## src/rtl/fft_mem_pkg.sv

```systemverilog
// Shared types and helpers for the FFT sample-buffer controller.
package fft_mem_pkg;

  typedef enum logic [1:0] {
    ST_LOAD     = 2'd0,
    ST_RD_ISSUE = 2'd1,
    ST_RD_HOLD  = 2'd2
  } fft_mem_state_e;

  // Reverses the low 'width' bits of x; bits above 'width' come back as zero.
  // Built by shifting so no variable bit-select is needed.
  function automatic logic [31:0] bitrev(input logic [31:0] x, input int width);
    logic [31:0] r;
    logic [31:0] x_sh;
    r    = '0;
    x_sh = x;
    for (int i = 0; i < 32; i++) begin
      if (i < width) begin
        r    = {r[30:0], x_sh[0]};
        x_sh = x_sh >> 1;
      end
    end
    return r;
  endfunction

endpackage

```

## src/rtl/fft_bitrev_loader.sv

```systemverilog
// Loads one FFT frame into the sample memory at bit-reversed addresses, then
// streams it back out in natural address order.
//
// state       | meaning
// ------------|-----------------------------------------------------------
// ST_LOAD     | accepting input samples, writing memory at bitrev(wr_cnt)
// ST_RD_ISSUE | first read of the frame issued at address 0
// ST_RD_HOLD  | read data presented on m_*, next read issued on handshake
module fft_bitrev_loader
  import fft_mem_pkg::*;
#(
  parameter int DATA_WIDTH = 32,
  parameter int ADRR_WIDTH = 3
) (
  input  logic                  clk,
  input  logic                  rst,
  input  logic                  s_valid,
  output logic                  s_ready,
  input  logic [DATA_WIDTH-1:0] s_data,
  output logic                  mem_we,
  output logic                  mem_re,
  output logic [ADRR_WIDTH-1:0] mem_addr,
  output logic [DATA_WIDTH-1:0] mem_wdata,
  input  logic [DATA_WIDTH-1:0] mem_rdata,
  output logic                  m_valid,
  input  logic                  m_ready,
  output logic [DATA_WIDTH-1:0] m_data,
  output logic                  frame_done
);

  localparam logic [ADRR_WIDTH-1:0] CNT_LAST = '1;
  localparam logic [ADRR_WIDTH-1:0] CNT_ONE  = ADRR_WIDTH'(1);

  fft_mem_state_e        state_q, state_d;
  logic [ADRR_WIDTH-1:0] wr_cnt_q, wr_cnt_d;
  logic [ADRR_WIDTH-1:0] rd_cnt_q, rd_cnt_d;
  logic                  frame_done_q, frame_done_d;

  assign frame_done = frame_done_q;

  // Next-state and memory/stream output decode; everything forced quiet in reset.
  always_comb begin
    state_d      = state_q;
    wr_cnt_d     = wr_cnt_q;
    rd_cnt_d     = rd_cnt_q;
    frame_done_d = 1'b0;
    s_ready      = 1'b0;
    m_valid      = 1'b0;
    m_data       = '0;
    mem_we       = 1'b0;
    mem_re       = 1'b0;
    mem_addr     = '0;
    mem_wdata    = '0;

    case (state_q)
      ST_LOAD: begin
        s_ready = 1'b1;
        if (s_valid) begin
          mem_we    = 1'b1;
          mem_addr  = ADRR_WIDTH'(bitrev(32'(wr_cnt_q), ADRR_WIDTH));
          mem_wdata = s_data;
          if (wr_cnt_q == CNT_LAST) begin
            wr_cnt_d = '0;
            state_d  = ST_RD_ISSUE;
          end else begin
            wr_cnt_d = wr_cnt_q + CNT_ONE;
          end
        end
      end

      ST_RD_ISSUE: begin
        mem_re   = 1'b1;
        mem_addr = rd_cnt_q;
        state_d  = ST_RD_HOLD;
      end

      ST_RD_HOLD: begin
        m_valid = 1'b1;
        m_data  = mem_rdata;
        // Without m_ready the memory holds rdata because re and we stay low.
        if (m_ready) begin
          if (rd_cnt_q != CNT_LAST) begin
            mem_re   = 1'b1;
            mem_addr = rd_cnt_q + CNT_ONE;
            rd_cnt_d = rd_cnt_q + CNT_ONE;
          end else begin
            rd_cnt_d     = '0;
            frame_done_d = 1'b1;
            state_d      = ST_LOAD;
          end
        end
      end

      default: begin
        state_d  = ST_LOAD;
        wr_cnt_d = '0;
        rd_cnt_d = '0;
      end
    endcase

    if (rst) begin
      s_ready   = 1'b0;
      m_valid   = 1'b0;
      m_data    = '0;
      mem_we    = 1'b0;
      mem_re    = 1'b0;
      mem_addr  = '0;
      mem_wdata = '0;
    end
  end

  // State, counters and the registered frame_done pulse.
  always_ff @(posedge clk) begin
    if (rst) begin
      state_q      <= ST_LOAD;
      wr_cnt_q     <= '0;
      rd_cnt_q     <= '0;
      frame_done_q <= 1'b0;
    end else begin
      state_q      <= state_d;
      wr_cnt_q     <= wr_cnt_d;
      rd_cnt_q     <= rd_cnt_d;
      frame_done_q <= frame_done_d;
    end
  end

endmodule
```

## config.mk

```make
export PLATFORM = sky130hd
export DESIGN_NAME = fft_bitrev_loader
export DESIGN_NICKNAME = d
export VERILOG_FILES = /design/src/rtl/fft_mem_pkg.sv /design/src/rtl/fft_bitrev_loader.sv
export SDC_FILE = /design/constraint.sdc
export NUM_CORES = 1
export LEC_CHECK = 0
export CORE_MARGIN = 2
export CORE_UTILIZATION = 26
export DETAILED_ROUTE_END_ITERATION = 6
export PLACE_DENSITY_LB_ADDON = 0.15
export SETUP_SLACK_MARGIN = 0.5
export SLEW_MARGIN = 10
export SYNTH_ARGS = -nofsm -noshare
export SYNTH_HDL_FRONTEND = slang
export SYNTH_SLANG_ARGS = --single-unit
```

## constraint.sdc

```tcl
create_clock -name clk -period 2 [get_ports clk]
set_input_delay 0.4 -clock clk [delete_from_list [all_inputs] [get_ports clk]]
set_output_delay 0.4 -clock clk [all_outputs]
set_load 0.005 [all_outputs]
```

## Yosys cells after proc, flatten, opt, wreduce, memory -nomap -nowiden

Index checks and enable logic that the tools add are counted.

- Register bits after elaboration: 9

- $add $sub $neg: 2
- Equality and inequality tests: 8
- Mux-type cells: 32
- Bitwise gates (word level): 4
- Reductions and logical operators: 7

Operator list:

| cell | number |
|---|---|
| 32-bit 2-to-1 mux | 5 |
| 3-bit 2-to-1 mux | 7 |
| 3-bit one-hot mux with 2 select lines | 2 |
| 1-bit 2-to-1 mux | 11 |
| 3-bit one-hot mux with 3 select lines | 1 |
| 2-bit 2-to-1 mux | 4 |
| 2-bit != test (second input constant) | 4 |
| 3-bit by 1-bit adder with 3-bit output (second input constant) | 2 |
| 2-bit one-hot mux with 3 select lines | 1 |
| 1-bit inverter | 4 |
| 2-bit AND reduction | 2 |
| 4-bit AND reduction | 1 |
| 2-bit OR reduction | 2 |
| 3-bit equality test (second input constant) | 1 |
| 3-bit != test (second input constant) | 1 |
| 3-bit OR reduction | 1 |
| 2-bit by 1-bit equality test with 1-bit output (second input constant) | 1 |
| 2-bit equality test (second input constant) | 1 |
| 2-bit logical NOT | 1 |
| 1-bit one-hot mux with 2 select lines | 1 |

## Logic depth before layout (Yosys ltp)

- Word-level depth: 5
- Mapped depth: 6

## Worst setup path after synthesis

No wires, ideal clock.

- Kind: flip-flop to output port
- Start: reg rd_cnt_q[0]
- End: out mem_addr[0]
- Arrival: 1.228 ns
- Required time: 1.600 ns
- Path slack: 0.372 ns
- Cell stages (with the launch flop): 6
- Buffers on the path: 0
- Cells stage by stage: dfxtp_1 -> ha_1 -> ha_1 -> and3b_1 -> nand2b_1 -> a211oi_2

- Word-level cells in the longest chain between the ends: 5
- Elaborated cells between the ends (all ways): 6

Ends and longest elaborated chain:

| element | RTL line | source |
|---|---|---|
| start, declared | fft_bitrev_loader.sv:36 | `logic [ADRR_WIDTH-1:0] rd_cnt_q, rd_cnt_d;` |
| start signal, assigned | fft_bitrev_loader.sv:122 | `rd_cnt_q <= rd_cnt_d;` |
| 3-bit by 1-bit adder with 3-bit output or 3-bit != test (tied branches) | fft_bitrev_loader.sv:84, fft_bitrev_loader.sv:82 |  |
| 3-bit 2-to-1 mux | fft_bitrev_loader.sv:82 | `if (rd_cnt_q != CNT_LAST) begin` |
| 3-bit 2-to-1 mux | fft_bitrev_loader.sv:81 | `if (m_ready) begin` |
| 3-bit one-hot mux with 3 select lines * | fft_bitrev_loader.sv:55 | `case (state_q)` |
| 3-bit 2-to-1 mux * | fft_bitrev_loader.sv:101 | `if (rst) begin` |
| end, declared | fft_bitrev_loader.sv:22 | `output logic [ADRR_WIDTH-1:0] mem_addr,` |

Every way passes the cells marked *; elsewhere a longest branch is shown, timed or not.

## Worst setup path after layout

- Start: reg state_q[0]
- End: out mem_wdata[1]

- Word-level cells in the longest chain between the ends: 3

Ends and longest elaborated chain:

| element | RTL line | source |
|---|---|---|
| start, declared | fft_bitrev_loader.sv:34 | `fft_mem_state_e state_q, state_d;` |
| start signal, assigned | fft_bitrev_loader.sv:120 | `state_q <= state_d;` |
| 2-bit logical NOT | fft_bitrev_loader.sv:55 |  |
| 32-bit 2-to-1 mux | fft_bitrev_loader.sv:55 |  |
| 32-bit 2-to-1 mux | fft_bitrev_loader.sv:101 |  |
| end, declared | fft_bitrev_loader.sv:23 | `output logic [DATA_WIDTH-1:0] mem_wdata,` |

No other way between the ends.

==> run metrics <==
WP data arrival=1660 ps; total number of vias=1889; Yosys top cell by area=and2_1; Crit. End Element=output pin; final net count=410; worst setup slack after layout=-57.1 ps; worst-margin pin slew=268 ps; end of the worst hold path=wr_cnt_q[2]$_SDFFE_PP0P_; leakage power=1.64 nW; hold_ws=506 ps; htree depth=1; FF-to-FF Start=state_q[1]$_SDFFE_PP0P_; Fin. Hold Viols=0; wire per inst=18.4 um; violated checks=negative setup slack; prevailing post-synth register cell=dfxtp_1; Mapped Area=0.00113 sq mm; Yosys top cell area share=0.182; critical path data required time=1600 ps; io pins=140; Max Freq=0.486 GHz; Worst Clk Skew=1.05 ps; Worst Hold Launch=wr_cnt_q[2]$_SDFFE_PP0P_; antenna viol nets, final=0; worst reg-to-reg setup slack=270 ps; GPL Wtd Cong=0.806; Die ar.=0.00491 sq mm; CTS buffer count=3; Hold Crit Depth=2; Worst-Skew Late Latency=240 ps; Die X=70.1 um; fraction of layout instances using a drive strength above 1=0.581; area grow syn2layout=201%; Crit Path Class=reg2out; Post-synth top cells=33 x and2_1, 33 x and3_1, 9 x dfxtp_1, 9 x ha_1, 8 x a21oi_1; VDD IR max=0.367 mV; starting density of the core=0.266; synth warn=0; Max FO, Critical Path=4; sequential element share of the synthesized area=0.159; RSZ-0062 raised after global routing=yes; Clock Tree Buf Depth=2; WL final=7.05 mm; synth top area cells=and2_1 18%, and3_1 18%, dfxtp_1 16%, ha_1 9.9%, a21oi_1 3.5%; Reg clk slew, reported paths=50 ps; Core Region=0.00426 sq mm; Startpoint Class=flip-flop; Tot Pwr=792 uW; pre-CTS setup slack=-354 ps; Chip Height=70.1 um; syn_area_per_cell=7.72 sq um; Post-synth EDFFs=0; worst hold-check path type=reg2reg; Max Slew Vio Count=0; pwr dens=232 mW/mm^2; clock tree from TritonCTS=yes; vias in the first global route=1651; Reg2Reg Capture Point=state_q[0]$_SDFFE_PP0P_; Vias/cell=4.92; slew margin rel.=0.821; # setup viols final=52; initial drt markers=63; first-pass GRT wire length=9.05 mm; syn_nets=224; # diodes=0; Post-Syn Instances=147; Setup TNS Final=-1330 ps; #FFs+latches synth=9; grt ovf=0; status=complete, but fails checks; post-DP HPWL=4.00 mm; Total GRT Usage=0.232; async set-reset flop share out of synthesis=0; Buffers on Ports=139; pin count of the biggest net entering global routing=41; Yosys cell types=32; initial antenna violation count=0; Tcrit/Tclk final=1.03; # clock sinks=9; DRC viols=0; R2R cell count=10; Root Driver=clkbuf_8; max-cap viol count=0; fin crit period=2060 ps; First-pass DRT Iterations=4; Site Rows=24
-- metrics by stage --
| stage | util | instances | area (sq um) |
|---|---|---|---|
| final | 0.801 | 384 | 3420 |
| after floorplan | - | 147 | 1180 |
| after global placement | 0.632 | 341 | 2690 |
| after detailed placement | 0.632 | 341 | 2690 |
| after global routing | 0.801 | 384 | 3420 |
| after CTS | 0.665 | 368 | 2840 |
-- placed cells by master, fill, tap and decap left out, types with 2 or more instances in the layout --
cell type,instances
o21ai_0,2
ha_4,4
nor2b_1,2
o21ai_1,4
buf_4,23
clkbuf_16,4
and3_1,12
nand2_1,4
buf_2,25
and2_4,20
nand2b_1,3
a21oi_2,2
and3_4,21
a21oi_1,6
dfxtp_1,5
buf_12,7
and2_1,13
clkbuf_8,3
dlygate4sd2_1,2
and2b_1,2
clkdlybuf4s50_1,66
ha_1,4
a211oi_2,2
nor3b_2,2
clkbuf_2,5
buf_6,56
nand3_1,3
dfxtp_2,3
inv_4,2
nor2b_4,2
buf_16,5
-- routing by layer --
metal / global-route usage / up-vias / routed length (um)
li1: - / 891 / -
met2: 0.392 / 83 / 3850
met4: 0.0833 / 0 / 215
met5: 0 / - / 0
met3: 0.0592 / 19 / 384
met1: 0.284 / 896 / 2600
-- worst max path at each step --
stage,cells past startpoint,slack (ps),startpoint,to
after detailed placement,5,-350,m_ready,mem_addr[0]
after global placement,5,-340,rst,mem_wdata[4]
after global routing,8,-100,state_q[0]$_SDFFE_PP0P_,mem_wdata[0]
after floorplan,5,430,rd_cnt_q[0]$_SDFFE_PP0P_,mem_addr[0]
final,8,-60,state_q[0]$_SDFFE_PP0P_,mem_wdata[1]
after CTS,8,-70,state_q[1]$_SDFFE_PP0P_,mem_wdata[6]
-- worst max-delay path, stage by stage, from the launching register on --
cell       delay [ps]
dfxtp_2           360
inv_4              60
ha_4              160
nor2b_4           140
buf_6             140
buf_12            120
clkbuf_16         140
and3_1            170
buf_2             130
-- state kept, by name, indices dropped and copies added (netlist names) --
register / cells
frame_done: 1
rd_cnt_q: 3
state_q: 2
wr_cnt_q: 3
-- report_power, final --
| group | internal (mW) | total, mW | switching (mW) |
|---|---|---|---|
| clock network | 0.140 | 0.226 | 0.0858 |
| logic | 0.265 | 0.379 | 0.114 |
| registers | 0.182 | 0.187 | 0.00447 |
-- what timing repair did --
item                                    CTS  global route
buffers inserted                         17            13
gates resized for setup                 300            97
pin swaps                                16            22
endpoints found under the hold margin     0             0
cloned                                    6             3
endpoints found under the setup margin   73            72
hold buffers                              0             0
-- final cells by class --
cell class | instances | area (sq um)
Fill cell | 253 | 848
Tap cell | 52 | 65.1
Timing Repair Buffer | 193 | 2010
Clock buffer | 4 | 45.0
Inverter | 2 | 12.5
Sequential cell | 9 | 188
Multi-Input combinational cell | 124 | 1100
-- kinds of logic after synthesis --
logic type,after synthesis,share of synthesized area
and+or+nand+nor,93,0.529
buffers and inverters,14,0.0805
AOI/OAI and AO/OA,21,0.123
muxes,1,0.00882
adders and majority gates,9,0.0992
DFF,9,0.159
Note: power is estimated with default switching activity, not from simulation.
